File: config.mk
export PLATFORM = sky130hd
export DESIGN_NAME = dds_sweep_ctrl
export DESIGN_NICKNAME = d
export VERILOG_FILES = /design/src/rtl/dds_ctrl_pkg.sv /design/src/rtl/dds_next_fw.sv /design/src/rtl/dds_sweep_ctrl.sv
export SDC_FILE = /design/constraint.sdc
export NUM_CORES = 1
export LEC_CHECK = 0
export CAP_MARGIN = 20
export CORE_MARGIN = 2
export CORE_UTILIZATION = 45
export DETAILED_ROUTE_END_ITERATION = 16
export DONT_BUFFER_PORTS = 1
export PLACE_DENSITY_LB_ADDON = 0.05
export SLEW_MARGIN = 20
export SYNTH_ARGS = -nofsm -noshare
export SYNTH_HDL_FRONTEND = slang
export SYNTH_SLANG_ARGS = --single-unit
export TNS_END_PERCENT = 20
File: constraint.sdc
create_clock -name clkout0 -period 4.23 [get_ports clkout0]
set_input_delay 1.0575 -clock clkout0 [delete_from_list [all_inputs] [get_ports clkout0]]
set_output_delay 1.0575 -clock clkout0 [all_outputs]
set_load 0.02 [all_outputs]
File: src/rtl/dds_ctrl_pkg.sv
// Shared types and constants for the DDS frequency-sweep controller.
//   sweep_state_t : sweep FSM state encoding
//   FW_W_DEF      : default frequency-word width (must match the DDS core)
//   DWELL_MIN     : smallest effective dwell, in clkout0 cycles
package dds_ctrl_pkg;

   typedef enum logic [2:0] {
      IDLE,
      LOAD,
      DWELL,
      STEP,
      DONE
   } sweep_state_t;

   localparam int FW_W_DEF  = 30;
   localparam int DWELL_MIN = 1;

endpackage

File: src/rtl/dds_next_fw.sv
// Next-point calculator for the sweep staircase (purely combinational).
//   cur  : frequency word currently driven to the DDS
//   stop : final frequency word of the pass
//   step : unsigned step magnitude
//   dir  : 1 = sweep up, 0 = sweep down
//   next : cur +/- step, clamped to stop on overshoot, overflow or underflow
//   last : current point ends the pass (cur == stop, or step == 0)
module dds_next_fw
   import dds_ctrl_pkg::*;
#(
   parameter int FW_W = FW_W_DEF
) (
   input  logic [FW_W-1:0] cur,
   input  logic [FW_W-1:0] stop,
   input  logic [FW_W-1:0] step,
   input  logic            dir,
   output logic [FW_W-1:0] next,
   output logic            last
);

   // One extra bit catches carry-out above 2^FW_W-1 and borrow below 0.
   logic [FW_W:0] sum;
   logic [FW_W:0] diff;

   always_comb begin
      sum  = {1'b0, cur} + {1'b0, step};
      diff = {1'b0, cur} - {1'b0, step};
      if (dir) begin
         next = (sum[FW_W] || (sum[FW_W-1:0] > stop)) ? stop : sum[FW_W-1:0];
      end else begin
         next = (diff[FW_W] || (diff[FW_W-1:0] < stop)) ? stop : diff[FW_W-1:0];
      end
      last = (cur == stop) || (step == '0);
   end

endmodule

File: src/rtl/dds_sweep_ctrl.sv
// Frequency-sweep scheduler for the DDS tone generators (clkout0 domain).
// Holds a shadow sweep configuration and walks freq_word through a timed
// staircase from start to stop, pulsing fw_update at every new point.
//   clkout0, rst_n      : DDS clock, asynchronous active-low reset
//   cfg_valid/cfg_ready : config write handshake (ready only when idle)
//   cfg_start_fw/stop_fw/step_fw/dwell/cont : sweep configuration
//   start, abort        : one-cycle sweep start / stop requests
//   freq_word, fw_update: DDS frequency word and its one-cycle update strobe
//   busy, done          : sweep in progress / single-sweep completion pulse
//   sweep_cnt           : completed passes, wrapping
module dds_sweep_ctrl
   import dds_ctrl_pkg::*;
#(
   parameter int FW_W    = FW_W_DEF,
   parameter int DWELL_W = 24,
   parameter int CNT_W   = 16
) (
   input  logic               clkout0,
   input  logic               rst_n,
   input  logic               cfg_valid,
   output logic               cfg_ready,
   input  logic [FW_W-1:0]    cfg_start_fw,
   input  logic [FW_W-1:0]    cfg_stop_fw,
   input  logic [FW_W-1:0]    cfg_step_fw,
   input  logic [DWELL_W-1:0] cfg_dwell,
   input  logic               cfg_cont,
   input  logic               start,
   input  logic               abort,
   output logic [FW_W-1:0]    freq_word,
   output logic               fw_update,
   output logic               busy,
   output logic               done,
   output logic [CNT_W-1:0]   sweep_cnt
);

   sweep_state_t state, state_nxt;

   logic [FW_W-1:0]    start_sh, stop_sh, step_sh;
   logic [DWELL_W-1:0] dwell_sh;
   logic               cont_sh;
   logic               dir_up;
   logic [DWELL_W-1:0] dwell_cnt;
   logic [DWELL_W-1:0] dwell_eff;
   logic               dwell_end;
   logic [FW_W-1:0]    next_fw;
   logic               last_pt;
   logic               do_cfg, do_load, do_step, cnt_inc;

   dds_next_fw #(.FW_W(FW_W)) u_next_fw (
      .cur  (freq_word),
      .stop (stop_sh),
      .step (step_sh),
      .dir  (dir_up),
      .next (next_fw),
      .last (last_pt)
   );

   // dwell_cnt is 1 in the cycle a point first appears, so a point is held
   // for exactly dwell_eff cycles and the step lands on the final count.
   assign dwell_eff = (dwell_sh < DWELL_W'(DWELL_MIN)) ? DWELL_W'(DWELL_MIN) : dwell_sh;
   assign dwell_end = (dwell_cnt == dwell_eff);

   assign cfg_ready = (state == IDLE);
   assign busy      = (state == LOAD) || (state == DWELL) || (state == STEP);
   assign done      = (state == DONE);

   always_ff @(posedge clkout0 or negedge rst_n) begin
      if (!rst_n) state <= IDLE;
      else        state <= state_nxt;
   end

   // STEP never occupies a cycle: the step decision is taken on the final
   // dwell count, so the LOAD of the next point happens on the same edge.
   always_comb begin
      state_nxt = state;
      do_cfg    = 1'b0;
      do_load   = 1'b0;
      do_step   = 1'b0;
      cnt_inc   = 1'b0;
      case (state)
         IDLE: begin
            if (cfg_valid) begin
               do_cfg = 1'b1;            // config beats a simultaneous start
            end else if (start) begin
               state_nxt = LOAD;
               do_load   = 1'b1;
            end
         end
         LOAD, DWELL, STEP: begin
            if (abort) begin
               state_nxt = IDLE;
            end else if (dwell_end) begin
               if (last_pt) begin
                  cnt_inc = 1'b1;
                  if (cont_sh) begin
                     state_nxt = LOAD;
                     do_load   = 1'b1;
                  end else begin
                     state_nxt = DONE;
                  end
               end else begin
                  state_nxt = DWELL;
                  do_step   = 1'b1;
               end
            end else begin
               state_nxt = DWELL;
            end
         end
         DONE:    state_nxt = IDLE;
         default: state_nxt = IDLE;
      endcase
   end

   always_ff @(posedge clkout0 or negedge rst_n) begin
      if (!rst_n) begin
         start_sh <= '0;
         stop_sh  <= '0;
         step_sh  <= '0;
         dwell_sh <= '0;
         cont_sh  <= 1'b0;
      end else if (do_cfg) begin
         start_sh <= cfg_start_fw;
         stop_sh  <= cfg_stop_fw;
         step_sh  <= cfg_step_fw;
         dwell_sh <= cfg_dwell;
         cont_sh  <= cfg_cont;
      end
   end

   always_ff @(posedge clkout0 or negedge rst_n) begin
      if (!rst_n) begin
         freq_word <= '0;
         fw_update <= 1'b0;
         dir_up    <= 1'b1;
         dwell_cnt <= '0;
         sweep_cnt <= '0;
      end else begin
         fw_update <= do_load | do_step;
         if (do_load) begin
            freq_word <= start_sh;
            dir_up    <= (stop_sh >= start_sh);
            dwell_cnt <= DWELL_W'(1);
         end else if (do_step) begin
            freq_word <= next_fw;
            dwell_cnt <= DWELL_W'(1);
         end else if (busy) begin
            dwell_cnt <= dwell_cnt + DWELL_W'(1);
         end
         if (cnt_inc) sweep_cnt <= sweep_cnt + CNT_W'(1);
      end
   end

endmodule

==> results.sh, run 1 <==
export IMPL_grt_pass1_vias=12800
export IMPL_worstPathRequired_ns=4.60
export IMPL_power_density_mw_per_mm2=949
export IMPL_dp_cells=2252
export IMPL_power_frac_seq_pct=15.7
export IMPL_antennaDiodeCount=0
export IMPL_die_area_mm2=0.0327
export IMPL_async_flop_share_pct=100
export IMPL_outcome="complete, but fails checks"
export IMPL_htree_levels=4
export IMPL_synth_distinct_cells=86
export IMPL_ys_seq_area_share_pct=33.8
export IMPL_hold_buffers=0
export IMPL_clock_sinks=190
export IMPL_synthCells=1607
export IMPL_switchingPower_uw=8040
export IMPL_tns_ns=-9.47
export IMPL_cts_root_buf="clkbuf_16"
export IMPL_finalSetupViolations=30
export IMPL_slew_headroom_pct=21.5
export IMPL_synth_edff_count=0
export IMPL_grt_max_degree=191
export IMPL_synth_area_per_cell_um2=8.76
export IMPL_clkSlewWorstSetupHoldPaths_ns=0.08
export IMPL_cap_violations=0
export IMPL_p_sw_share_pct=46.7
export IMPL_cts_tree="done"
export IMPL_ir_drop_mv=0.457
export IMPL_dp_hpwl_mm=39.0
export IMPL_p_int_uw=9170
export IMPL_viasPerCell=5.73
export IMPL_via_count=13300
export IMPL_cts_max_path_buffers=2
export IMPL_pre_cts_ws_ns=-0.836
export IMPL_cp_end_kind="flip-flop"
export IMPL_slew_viol_final=0
export IMPL_instances_no_fill=2313
export IMPL_worst_pin_slew_ns=1.18
export IMPL_critPathMaxFanout=5
export IMPL_ys_flop_type="dfrtp_1"
export IMPL_grt_pass1_wl_mm=74.2
export IMPL_die_y_um=181
export IMPL_pwr_share_clk_pct=9.5
export IMPL_antenna_found_initial=0
export IMPL_critPathLaunchType="flip-flop"
export IMPL_multi_input_area_mm2=0.00916
export IMPL_fmax_mhz=217
export IMPL_synth_seq_cells=190
export IMPL_synth_warnings=0
export IMPL_critPathLaunch="freq_word[0]$_DFFE_PN0P_"
export IMPL_fin_ws_ns=-0.376
export IMPL_numCtsBuffers=17
export IMPL_wirelength_mm=49.2
export IMPL_finalHoldViolations=0
export IMPL_nFillCells=2793
export IMPL_start_util_pct=45.9
export IMPL_area_growth_pct=28.8
export IMPL_arrival_ns=4.97
export IMPL_io_pins=170
export IMPL_violations="setup timing"
export IMPL_io_buffers=0
export IMPL_routabilityCongestion=0.923
export IMPL_core_area_mm2=0.0307
export IMPL_regArea_mm2=0.00476
export IMPL_drtAntennaViolNets=0
export IMPL_leakagePower_uw=0.00823
export IMPL_clock_latency_ns=0.45
export IMPL_path_class="flip-flop to flip-flop"
export IMPL_rsz0062_at_grt="true"
export IMPL_overflow=0
export IMPL_synth_nets=1880
export IMPL_hold_class="input pin to asynchronous set/reset pin"
export IMPL_r2r_start="freq_word[0]$_DFFE_PN0P_"
export IMPL_syn_cell_area_mm2=0.0141
export IMPL_drtIter0Drc=1086
export IMPL_layout_drive_gt1_share_pct=27.8
export IMPL_pwr_share_comb_pct=74.8
export IMPL_placed_cell_area_mm2=0.0167
export IMPL_period_needed_ns=4.61
export IMPL_layout_nets=2177
export IMPL_wire_per_inst_um=21.3
export IMPL_rows=64
export IMPL_dr_pass1_iters=6
export IMPL_final_util_pct=59.2
export IMPL_grt_util_all_layers_pct=29.6
export IMPL_die_x_um=181
export IMPL_finClkSkew_ns=0.00950
export IMPL_period_share_pct=109
export IMPL_fin_area_mm2=0.0181
export IMPL_drc=0
[routing by layer]
layer / up-vias / GRT usage [%] / share of wire [%]
met1: 6403 / 43.3 / 47
met2: 475 / 44.6 / 43
met3: 58 / 5.62 / 7.2
met4: 0 / 7.90 / 2.5
li1: 6316 / - / -
met5: - / 0 / 0
[worst max-delay path, stage by stage, from the launching register on]
cell and delay, ns:
dfrtp_2 0.42, ha_4 0.15, inv_2 0.03, fa_2 0.35
o21bai_4 0.16, o2111ai_2 0.14, a311oi_2 0.33, a211oi_2 0.16
buf_4 0.17, buf_4 0.14, nor3_2 0.18, a21oi_1 0.10
xor2_1 0.17, buf_4 0.17, ha_1 0.29, buf_4 0.10
nand4_1 0.11, nor2_2 0.22, mux2i_2 0.29, nand2_2 0.13
buf_6 0.14, a21oi_4 0.19, buf_12 0.14, a21oi_2 0.05
a31oi_1 0.19
[path summary, 6_finish.rpt]
kind | to | slack [ns] | cells after the start
setup reg to reg | freq_word[29]$_DFFE_PN0P_ | -0.38 | 24
hold reg to reg | dwell_cnt[23]$_DFFE_PN0P_ | 0.53 | 1
min in group clkout0 | dwell_cnt[23]$_DFFE_PN0P_ | 0.53 | 1
setup / recovery | freq_word[29]$_DFFE_PN0P_ | -0.38 | 24
max in group asynchronous | step_sh[25]$_DFFE_PN0P_ | 3.65 | 0
hold / removal | dwell_sh[15]$_DFFE_PN0P_ | 0.30 | 0
[sequential cells by signal, summed over array words and instances (netlist names), 3 cells and up]
register   count
dwell_cnt     24
dwell_sh      24
sweep_cnt     16
start_sh      30
freq_word     30
stop_sh       30
step_sh       30
state          3
[what timing repair did]
action | 4_1_cts | 5_1_grt
setup endpoints to repair | 30 | 30
pin swaps | 55 | 62
cloned | 2 | 0
buffers inserted | 15 | 13
gates resized for setup | 52 | 89
[synthesized netlist by cell type, types with 4 or more instances]
| cell | n | area share, % |
|---|---|---|
| nor2b_1 | 11 | 0.49 |
| buf_4 | 6 | 0.32 |
| and2_1 | 8 | 0.36 |
| or2_2 | 5 | 0.22 |
| xnor2_1 | 110 | 6.8 |
| xor2_1 | 29 | 1.8 |
| a211oi_1 | 14 | 0.75 |
| a22oi_1 | 23 | 1.2 |
| buf_2 | 13 | 0.46 |
| o21ai_0 | 142 | 5.0 |
| buf_1 | 4 | 0.11 |
| nand3_1 | 25 | 0.89 |
| nand2_1 | 161 | 4.3 |
| a2111oi_0 | 4 | 0.25 |
| and4_1 | 6 | 0.37 |
| and3_1 | 7 | 0.31 |
| nand2b_1 | 15 | 0.67 |
| a21o_1 | 23 | 1.2 |
| nand4_1 | 43 | 1.9 |
| or3_1 | 8 | 0.36 |
| o21ai_1 | 21 | 0.75 |
| o21a_1 | 5 | 0.27 |
| o31ai_1 | 13 | 0.69 |
| mux2_2 | 27 | 2.2 |
| nor4_1 | 23 | 1.0 |
| clkbuf_1 | 36 | 0.96 |
| a31oi_1 | 11 | 0.49 |
| dfrtp_1 | 189 | 34 |
| a21oi_2 | 4 | 0.25 |
| inv_1 | 124 | 3.3 |
| o22ai_1 | 10 | 0.44 |
| o221ai_1 | 19 | 1.2 |
| nor2_1 | 106 | 2.8 |
| o21bai_1 | 12 | 0.64 |
| ha_1 | 151 | 13 |
| a21oi_1 | 95 | 3.4 |
| o211ai_1 | 11 | 0.59 |
| a221oi_1 | 5 | 0.31 |
| nor3_1 | 20 | 0.71 |
[layout by cell type, fill, tap and decap left out, drive strengths merged, types with 3 or more instances in the layout]
| master | count |
|---|---|
| a2111oi | 4 |
| a211o | 5 |
| a211oi | 16 |
| a21o | 23 |
| a21oi | 99 |
| a221oi | 5 |
| a22oi | 23 |
| a31oi | 11 |
| and2 | 9 |
| and3 | 7 |
| and4 | 6 |
| buf | 339 |
| clkbuf | 20 |
| clkinv | 4 |
| dfrtp | 189 |
| ha | 151 |
| inv | 133 |
| mux2 | 28 |
| mux2i | 3 |
| nand2 | 163 |
| nand2b | 15 |
| nand3 | 25 |
| nand4 | 44 |
| nor2 | 108 |
| nor2b | 11 |
| nor3 | 23 |
| nor4 | 26 |
| o2111ai | 3 |
| o211ai | 12 |
| o21a | 5 |
| o21ai | 165 |
| o21bai | 13 |
| o221ai | 21 |
| o22ai | 10 |
| o31a | 3 |
| o31ai | 13 |
| or2 | 6 |
| or3 | 9 |
| xnor2 | 110 |
| xor2 | 29 |
[through the flow]
step / total power [uW] / hold WS (ns)
final: 17200 / 0.299
after global routing: 18300 / 0.267
after CTS: 16000 / 0.279
after detailed placement: 13600 / 0.518
after global placement: 13500 / 0.496
after floorplan: 8480 / 0.473
[logic make-up (layout without fill, tap and decap cells)]
kind of cell               count (synthesis)  in the layout  synth area share [%]
AOI/OAI and AO/OA                        449            449                  20.2
xor gates and xnor gates                 139            139                  8.64
adders and majority gates                153            153                  13.7
buffers and inverters                    188            497                  5.45
DFF                                      190            190                  33.8
muxes                                     31             31                  2.48
and+or+nand+nor                          457            458                  15.7
[power groups by stage]
stage	Sequential, uW	Combinational (uW)	Clock, uW
after global routing	2730	13900	1730
after CTS	2660	11700	1660
after floorplan	2740	5740	0
after detailed placement	2680	10900	0
final	2700	12900	1630
after global placement	2700	10800	0
[cell type report]
| type | count | share of cell area [%] |
|---|---|---|
| clock inverter | 12 | 0.676 |
| inverter | 126 | 2.61 |
| tap | 396 | 2.73 |
| multi-input combinational | 1230 | 50.5 |
| clock buffer | 20 | 2.46 |
| sequential | 190 | 26.2 |
| timing repair buffer | 339 | 14.8 |
Note: power is estimated with default switching activity, not from simulation.
==> inputs of run 2 (changes only) <==
- TNS_END_PERCENT: 20 -> not set
==> results.sh, run 2 (synthesis results as in run 1) <==
export IMPL_path_cells="ha_1 -> or2_2 -> o211ai_1 -> a311o_1 -> o31ai_2 -> buf_4 -> buf_4 -> o211ai_1 -> buf_4 -> a21oi_2 -> o21a_1 -> or2_2 -> ha_1 -> o21ai_1 -> o21ai_2 -> a21oi_2 -> nand4_1 -> and2_4 -> o21ai_4 -> buf_12 -> mux2_4 -> a21oi_4"
export IMPL_power_density_mw_per_mm2=957
export IMPL_clock_latency_ns=0.46
export IMPL_dr_pass1_iters=5
export IMPL_period_needed_ns=4.64
export IMPL_period_share_pct=110
export IMPL_worst_pin_slew_ns=0.845
export IMPL_finalSetupViolations=30
export IMPL_grt_pass1_vias=12800
export IMPL_rows=64
export IMPL_cts_root_buf="clkbuf_16"
export IMPL_antennaDiodeCount=0
export IMPL_wirelength_mm=49.4
export IMPL_fmax_mhz=215
export IMPL_hold_class="input pin to asynchronous set/reset pin"
export IMPL_dp_cells=2226
export IMPL_crit_path_top_delay_cell="dfrtp_2"
export IMPL_finClkSkew_ns=0.0167
export IMPL_hold_buffers=0
export IMPL_critPathMaxFanout=8
export IMPL_area_growth_pct=29.1
export IMPL_pre_cts_ws_ns=-0.728
export IMPL_drtAntennaViolNets=0
export IMPL_outcome="complete, but fails checks"
export IMPL_fin_ws_ns=-0.412
export IMPL_wire_per_inst_um=21.6
export IMPL_die_x_um=181
export IMPL_rsz0062_at_grt="true"
export IMPL_layout_commonest_cell="buf_4"
export IMPL_cp_end_kind="flip-flop"
export IMPL_tns_ns=-8.88
export IMPL_critPathLaunchType="flip-flop"
export IMPL_grt_util_all_layers_pct=30.0
export IMPL_grt_pass1_wl_mm=74.8
export IMPL_grt_max_degree=191
export IMPL_cap_violations=0
export IMPL_instances_no_fill=2291
export IMPL_io_pins=170
export IMPL_clock_sinks=190
export IMPL_slowest_delay_ns=0.46
export IMPL_finalHoldViolations=0
export IMPL_drtIter0Drc=894
export IMPL_die_y_um=181
export IMPL_via_count=13100
export IMPL_clkSlewWorstSetupHoldPaths_ns=0.08
export IMPL_worst_hold_slack_ns=0.293
export IMPL_cts_tree="done"
export IMPL_layout_drive_gt1_share_pct=27.8
export IMPL_reg2reg_depth=22
export IMPL_arrival_ns=5.02
export IMPL_antenna_found_initial=1
export IMPL_ir_drop_mv=0.440
export IMPL_mostFrequentLayoutCells="buf_4 (299), dfrtp_1 (184), nand2_1 (153), ha_1 (138), o21ai_0 (126)"
export IMPL_viasPerCell=5.73
export IMPL_cts_max_path_buffers=2
export IMPL_core_area_mm2=0.0307
export IMPL_report_power_total_uw=17400
export IMPL_violations="setup timing"
export IMPL_routabilityCongestion=0.947
export IMPL_leakagePower_uw=0.00817
export IMPL_die_area_mm2=0.0327
export IMPL_worstPathRequired_ns=4.61
export IMPL_cpMostUsedCell="buf_4"
export IMPL_r2r_setup_slack_ns=-0.41
export IMPL_r2r_start="freq_word[2]$_DFFE_PN0P_"
export IMPL_start_util_pct=45.9
export IMPL_overflow=0
export IMPL_dp_hpwl_mm=39.2
export IMPL_nFillCells=2800
export IMPL_htree_levels=4
export IMPL_slew_viol_final=0
export IMPL_timing_rr_end="freq_word[0]$_DFFE_PN0P_"
export IMPL_io_buffers=0
export IMPL_slew_headroom_pct=43.3
export IMPL_path_class="flip-flop to flip-flop"
export IMPL_numCtsBuffers=17
export IMPL_layout_nets=2155
export IMPL_drc=0
-- run 2: power breakdown --
part,total [uW],leakage [uW],switching [uW],internal [uW]
Clock,1710,0.000298,816,892
Sequential,2690,0.00235,514,2170
Combinational,13000,0.00552,6870,6150
-- run 2: layout make-up --
class | instances | area, um2 | share of cell area, %
multi-input combinational | 1229 | 9320 | 51.2
sequential | 190 | 4760 | 26.2
timing repair buffer | 318 | 2520 | 13.9
tap | 396 | 495 | 2.72
inverter | 126 | 473 | 2.60
clock buffer | 21 | 470 | 2.59
clock inverter | 11 | 141 | 0.778
-- run 2: worst max path at each step --
stage | end | start | cells after the start
6_report | freq_word[0]$_DFFE_PN0P_ | freq_word[2]$_DFFE_PN0P_ | 22
5_1_grt | freq_word[0]$_DFFE_PN0P_ | step_sh[0]$_DFFE_PN0P_ | 24
4_1_cts | freq_word[0]$_DFFE_PN0P_ | step_sh[0]$_DFFE_PN0P_ | 23
3_5_place_dp | freq_word[0]$_DFFE_PN0P_ | step_sh[0]$_DFFE_PN0P_ | 21
3_3_place_gp | freq_word[0]$_DFFE_PN0P_ | freq_word[0]$_DFFE_PN0P_ | 21
2_1_floorplan | freq_word[0]$_DFFE_PN0P_ | freq_word[0]$_DFFE_PN0P_ | 20
-- run 2: worst max-delay path: cells and delay by family (launching register included) --
family	cells	cell delay (ns)
adder cells (fa/ha/maj)	2	0.54
AO/OA/AOI/OAI	11	1.68
flip-flops	1	0.46
buffers and inverters	4	0.57
AND/OR/NAND/NOR	4	0.98
multiplexers	1	0.31
-- run 2: layer usage --
layer | part of all wire, % | global-route usage [%] | routed length, um | up-vias
met4 | 3.5 | 11.2 | 1750 | 2
met2 | 43 | 44.1 | 21000 | 481
met1 | 46 | 42.6 | 22800 | 6296
met5 | 0.024 | 0 | 12 | -
li1 | - | - | - | 6272
met3 | 7.7 | 7.14 | 3830 | 79
-- run 2: what timing repair did --
item / 4_1_cts / 5_1_grt
setup buffers: 28 / 13
pin swaps: 55 / 49
setup endpoints to repair: 30 / 30
cloned: 1 / 0
gates resized for setup: 66 / 93
-- run 2: metrics by stage --
stage	area, um2	util, %
after global routing	18200	59.3
after detailed placement	16500	53.8
after global placement	16500	53.8
after CTS	17600	57.5
final	18200	59.3
after floorplan	14100	-
==> inputs of run 3 (changes only) <==
- BUFFER_PORTS_ARGS: not set -> -buffer_cell sky130_fd_sc_hd__buf_4
- CAP_MARGIN: 20 -> 10
- DONT_BUFFER_PORTS: 1 -> not set
==> results.sh, run 3 (synthesis results as in run 1) <==
export IMPL_layout_commonest_cell="buf_4"
export IMPL_area_growth_pct=39.8
export IMPL_io_buffers=169
export IMPL_path_class="flip-flop to flip-flop"
export IMPL_violations="setup timing"
export IMPL_worstPathRequired_ns=4.59
export IMPL_clkSlewWorstSetupHoldPaths_ns=0.08
export IMPL_start_util_pct=45.9
export IMPL_grt_util_all_layers_pct=31.2
export IMPL_power_frac_seq_pct=15.1
export IMPL_reg2reg_depth=25
export IMPL_layout_nets=2349
export IMPL_period_needed_ns=4.66
export IMPL_numCtsBuffers=17
export IMPL_htree_levels=4
export IMPL_worst_hold_slack_ns=0.480
export IMPL_slew_viol_final=0
export IMPL_finalSetupViolations=30
export IMPL_die_y_um=181
export IMPL_drtIter0Drc=1090
export IMPL_mostFrequentLayoutCells="buf_4 (485), dfrtp_1 (183), nand2_1 (155), ha_1 (138), o21ai_0 (127)"
export IMPL_cap_violations=0
export IMPL_period_share_pct=110
export IMPL_cts_max_path_buffers=2
export IMPL_routabilityCongestion=1.02
export IMPL_overflow=0
export IMPL_wirelength_mm=51.7
export IMPL_cpMostUsedCell="buf_6"
export IMPL_hold_buffers=0
export IMPL_pwr_share_clk_pct=10.2
export IMPL_antenna_found_initial=1
export IMPL_core_area_mm2=0.0307
export IMPL_instances_no_fill=2485
export IMPL_nFillCells=2725
export IMPL_antennaDiodeCount=0
export IMPL_drtAntennaViolNets=0
export IMPL_outcome="complete, but fails checks"
export IMPL_holdPathEnd="sweep_cnt[15]$_DFFE_PN0P_"
export IMPL_clock_latency_ns=0.46
export IMPL_crit_family="compound AO/OA/AOI/OAI gates"
export IMPL_finalHoldViolations=0
export IMPL_pwr_share_comb_pct=74.8
export IMPL_cts_root_buf="clkbuf_16"
export IMPL_finClkSkew_ns=0.0157
export IMPL_switchingPower_uw=8300
export IMPL_wire_per_inst_um=20.8
export IMPL_cp_end_kind="flip-flop"
export IMPL_pre_cts_ws_ns=-0.690
export IMPL_cts_tree="done"
export IMPL_grt_pass1_vias=13700
export IMPL_r2r_start="freq_word[1]$_DFFE_PN0P_"
export IMPL_rsz0062_at_grt="true"
export IMPL_ir_drop_mv=0.518
export IMPL_critPathLaunchType="flip-flop"
export IMPL_io_pins=170
export IMPL_fmax_mhz=215
export IMPL_tns_ns=-9.35
export IMPL_drc=0
export IMPL_hold_start="sweep_cnt[15]$_DFFE_PN0P_"
export IMPL_crit_buf_inv=7
export IMPL_fin_ws_ns=-0.432
export IMPL_grt_pass1_wl_mm=78.7
export IMPL_r2r_setup_slack_ns=-0.43
export IMPL_arrival_ns=5.03
export IMPL_leakagePower_uw=0.00911
export IMPL_clock_sinks=190
export IMPL_via_count=13900
export IMPL_power_density_mw_per_mm2=909
export IMPL_crit_path_top_delay_cell="dfrtp_2"
export IMPL_grt_max_degree=73
export IMPL_layout_drive_gt1_share_pct=35.1
export IMPL_p_sw_share_pct=46.4
export IMPL_worst_pin_slew_ns=0.799
export IMPL_crit_cells=25
export IMPL_die_area_mm2=0.0327
export IMPL_die_x_um=181
export IMPL_worstHoldPathCells=1
export IMPL_viasPerCell=5.61
export IMPL_critPathMaxFanout=4
export IMPL_dp_cells=2412
export IMPL_p_int_uw=9590
export IMPL_multi_input_area_mm2=0.00927
export IMPL_dp_hpwl_mm=41.0
export IMPL_rows=64
export IMPL_slowest_delay_ns=0.47
export IMPL_dr_pass1_iters=6
export IMPL_slew_headroom_pct=46.7
export IMPL_timing_rr_end="freq_word[27]$_DFFE_PN0P_"
export IMPL_hold_class="flip-flop to flip-flop"
export IMPL_regArea_mm2=0.00476
[run 3: cell count changes in the layout (fill, tap and decap cells not counted), moves of 3 or more]
cell | previous run | this run
nor2_2 | 10 | 15
o221ai_2 | 6 | 13
buf_12 | 5 | 8
o21ai_2 | 9 | 12
buf_4 | 299 | 485
nor2_1 | 93 | 88
o221ai_1 | 13 | 5
o21ai_1 | 28 | 23
[run 3: through the flow]
| stage | instance area [um2] | utilization (%) | total power (uW) |
|---|---|---|---|
| global route | 19700 | 64.2 | 19100 |
| detailed placement | 18000 | 58.5 | 13700 |
| global placement | 18000 | 58.5 | 13600 |
| CTS | 19200 | 62.7 | 16800 |
| finish | 19700 | 64.2 | 17900 |
| floorplan | 14100 | - | 8490 |
[run 3: final cells by class]
type | instances | area share, %
multi-input cells | 1229 | 47.1
flip-flops and latches | 190 | 24.2
repair buffers | 512 | 20.5
well taps | 396 | 2.52
inverters | 126 | 2.42
clock buffers | 21 | 2.39
clock inverters | 11 | 0.864
[run 3: worst reg2reg max path: cells and delay by family, from the launching register on]
| family | cells | cell delay, ns |
|---|---|---|
| AND/OR/NAND/NOR | 3 | 0.65 |
| adder cells (fa/ha/maj) | 2 | 0.44 |
| AO/OA/AOI/OAI | 12 | 1.85 |
| flip-flops | 1 | 0.47 |
| buffers and inverters | 7 | 1.00 |
| multiplexers | 1 | 0.16 |
[run 3: how the worst max path moves through the flow]
| stage | slack (ns) | startpoint | endpoint |
|---|---|---|---|
| floorplan | 0.003 | freq_word[0]$_DFFE_PN0P_ | freq_word[0]$_DFFE_PN0P_ |
| global placement | -0.53 | freq_word[0]$_DFFE_PN0P_ | freq_word[29]$_DFFE_PN0P_ |
| detailed placement | -0.69 | freq_word[0]$_DFFE_PN0P_ | freq_word[18]$_DFFE_PN0P_ |
| CTS | -0.45 | freq_word[0]$_DFFE_PN0P_ | freq_word[0]$_DFFE_PN0P_ |
| finish | -0.43 | freq_word[1]$_DFFE_PN0P_ | freq_word[27]$_DFFE_PN0P_ |
| global route | -0.66 | freq_word[1]$_DFFE_PN0P_ | freq_word[22]$_DFFE_PN0P_ |
[run 3: what timing repair did]
action / CTS / global route
setup buffers: 34 / 11
gates resized for setup: 91 / 83
pin swaps: 59 / 70
cloned: 1 / 1
endpoints found under the setup margin: 30 / 30
[run 3: power by group through the flow]
stage / sequential, uW / clock [uW] / combinational, uW
after CTS: 2660 / 1840 / 12300
final: 2700 / 1820 / 13400
after global placement: 2670 / 0 / 10900
after detailed placement: 2670 / 0 / 11000
after floorplan: 2740 / 0 / 5750
after global routing: 2730 / 1910 / 14400
[run 3: metal layers]
metal  vias to the layer above  share of wire (%)  GRT usage, %
met3                        69                6.9          5.50
met2                       475                 44          47.2
met5                         -              0.023             0
met4                         2                2.6          9.26
met1                      6724                 47          45.6
li1                       6663                  -             -
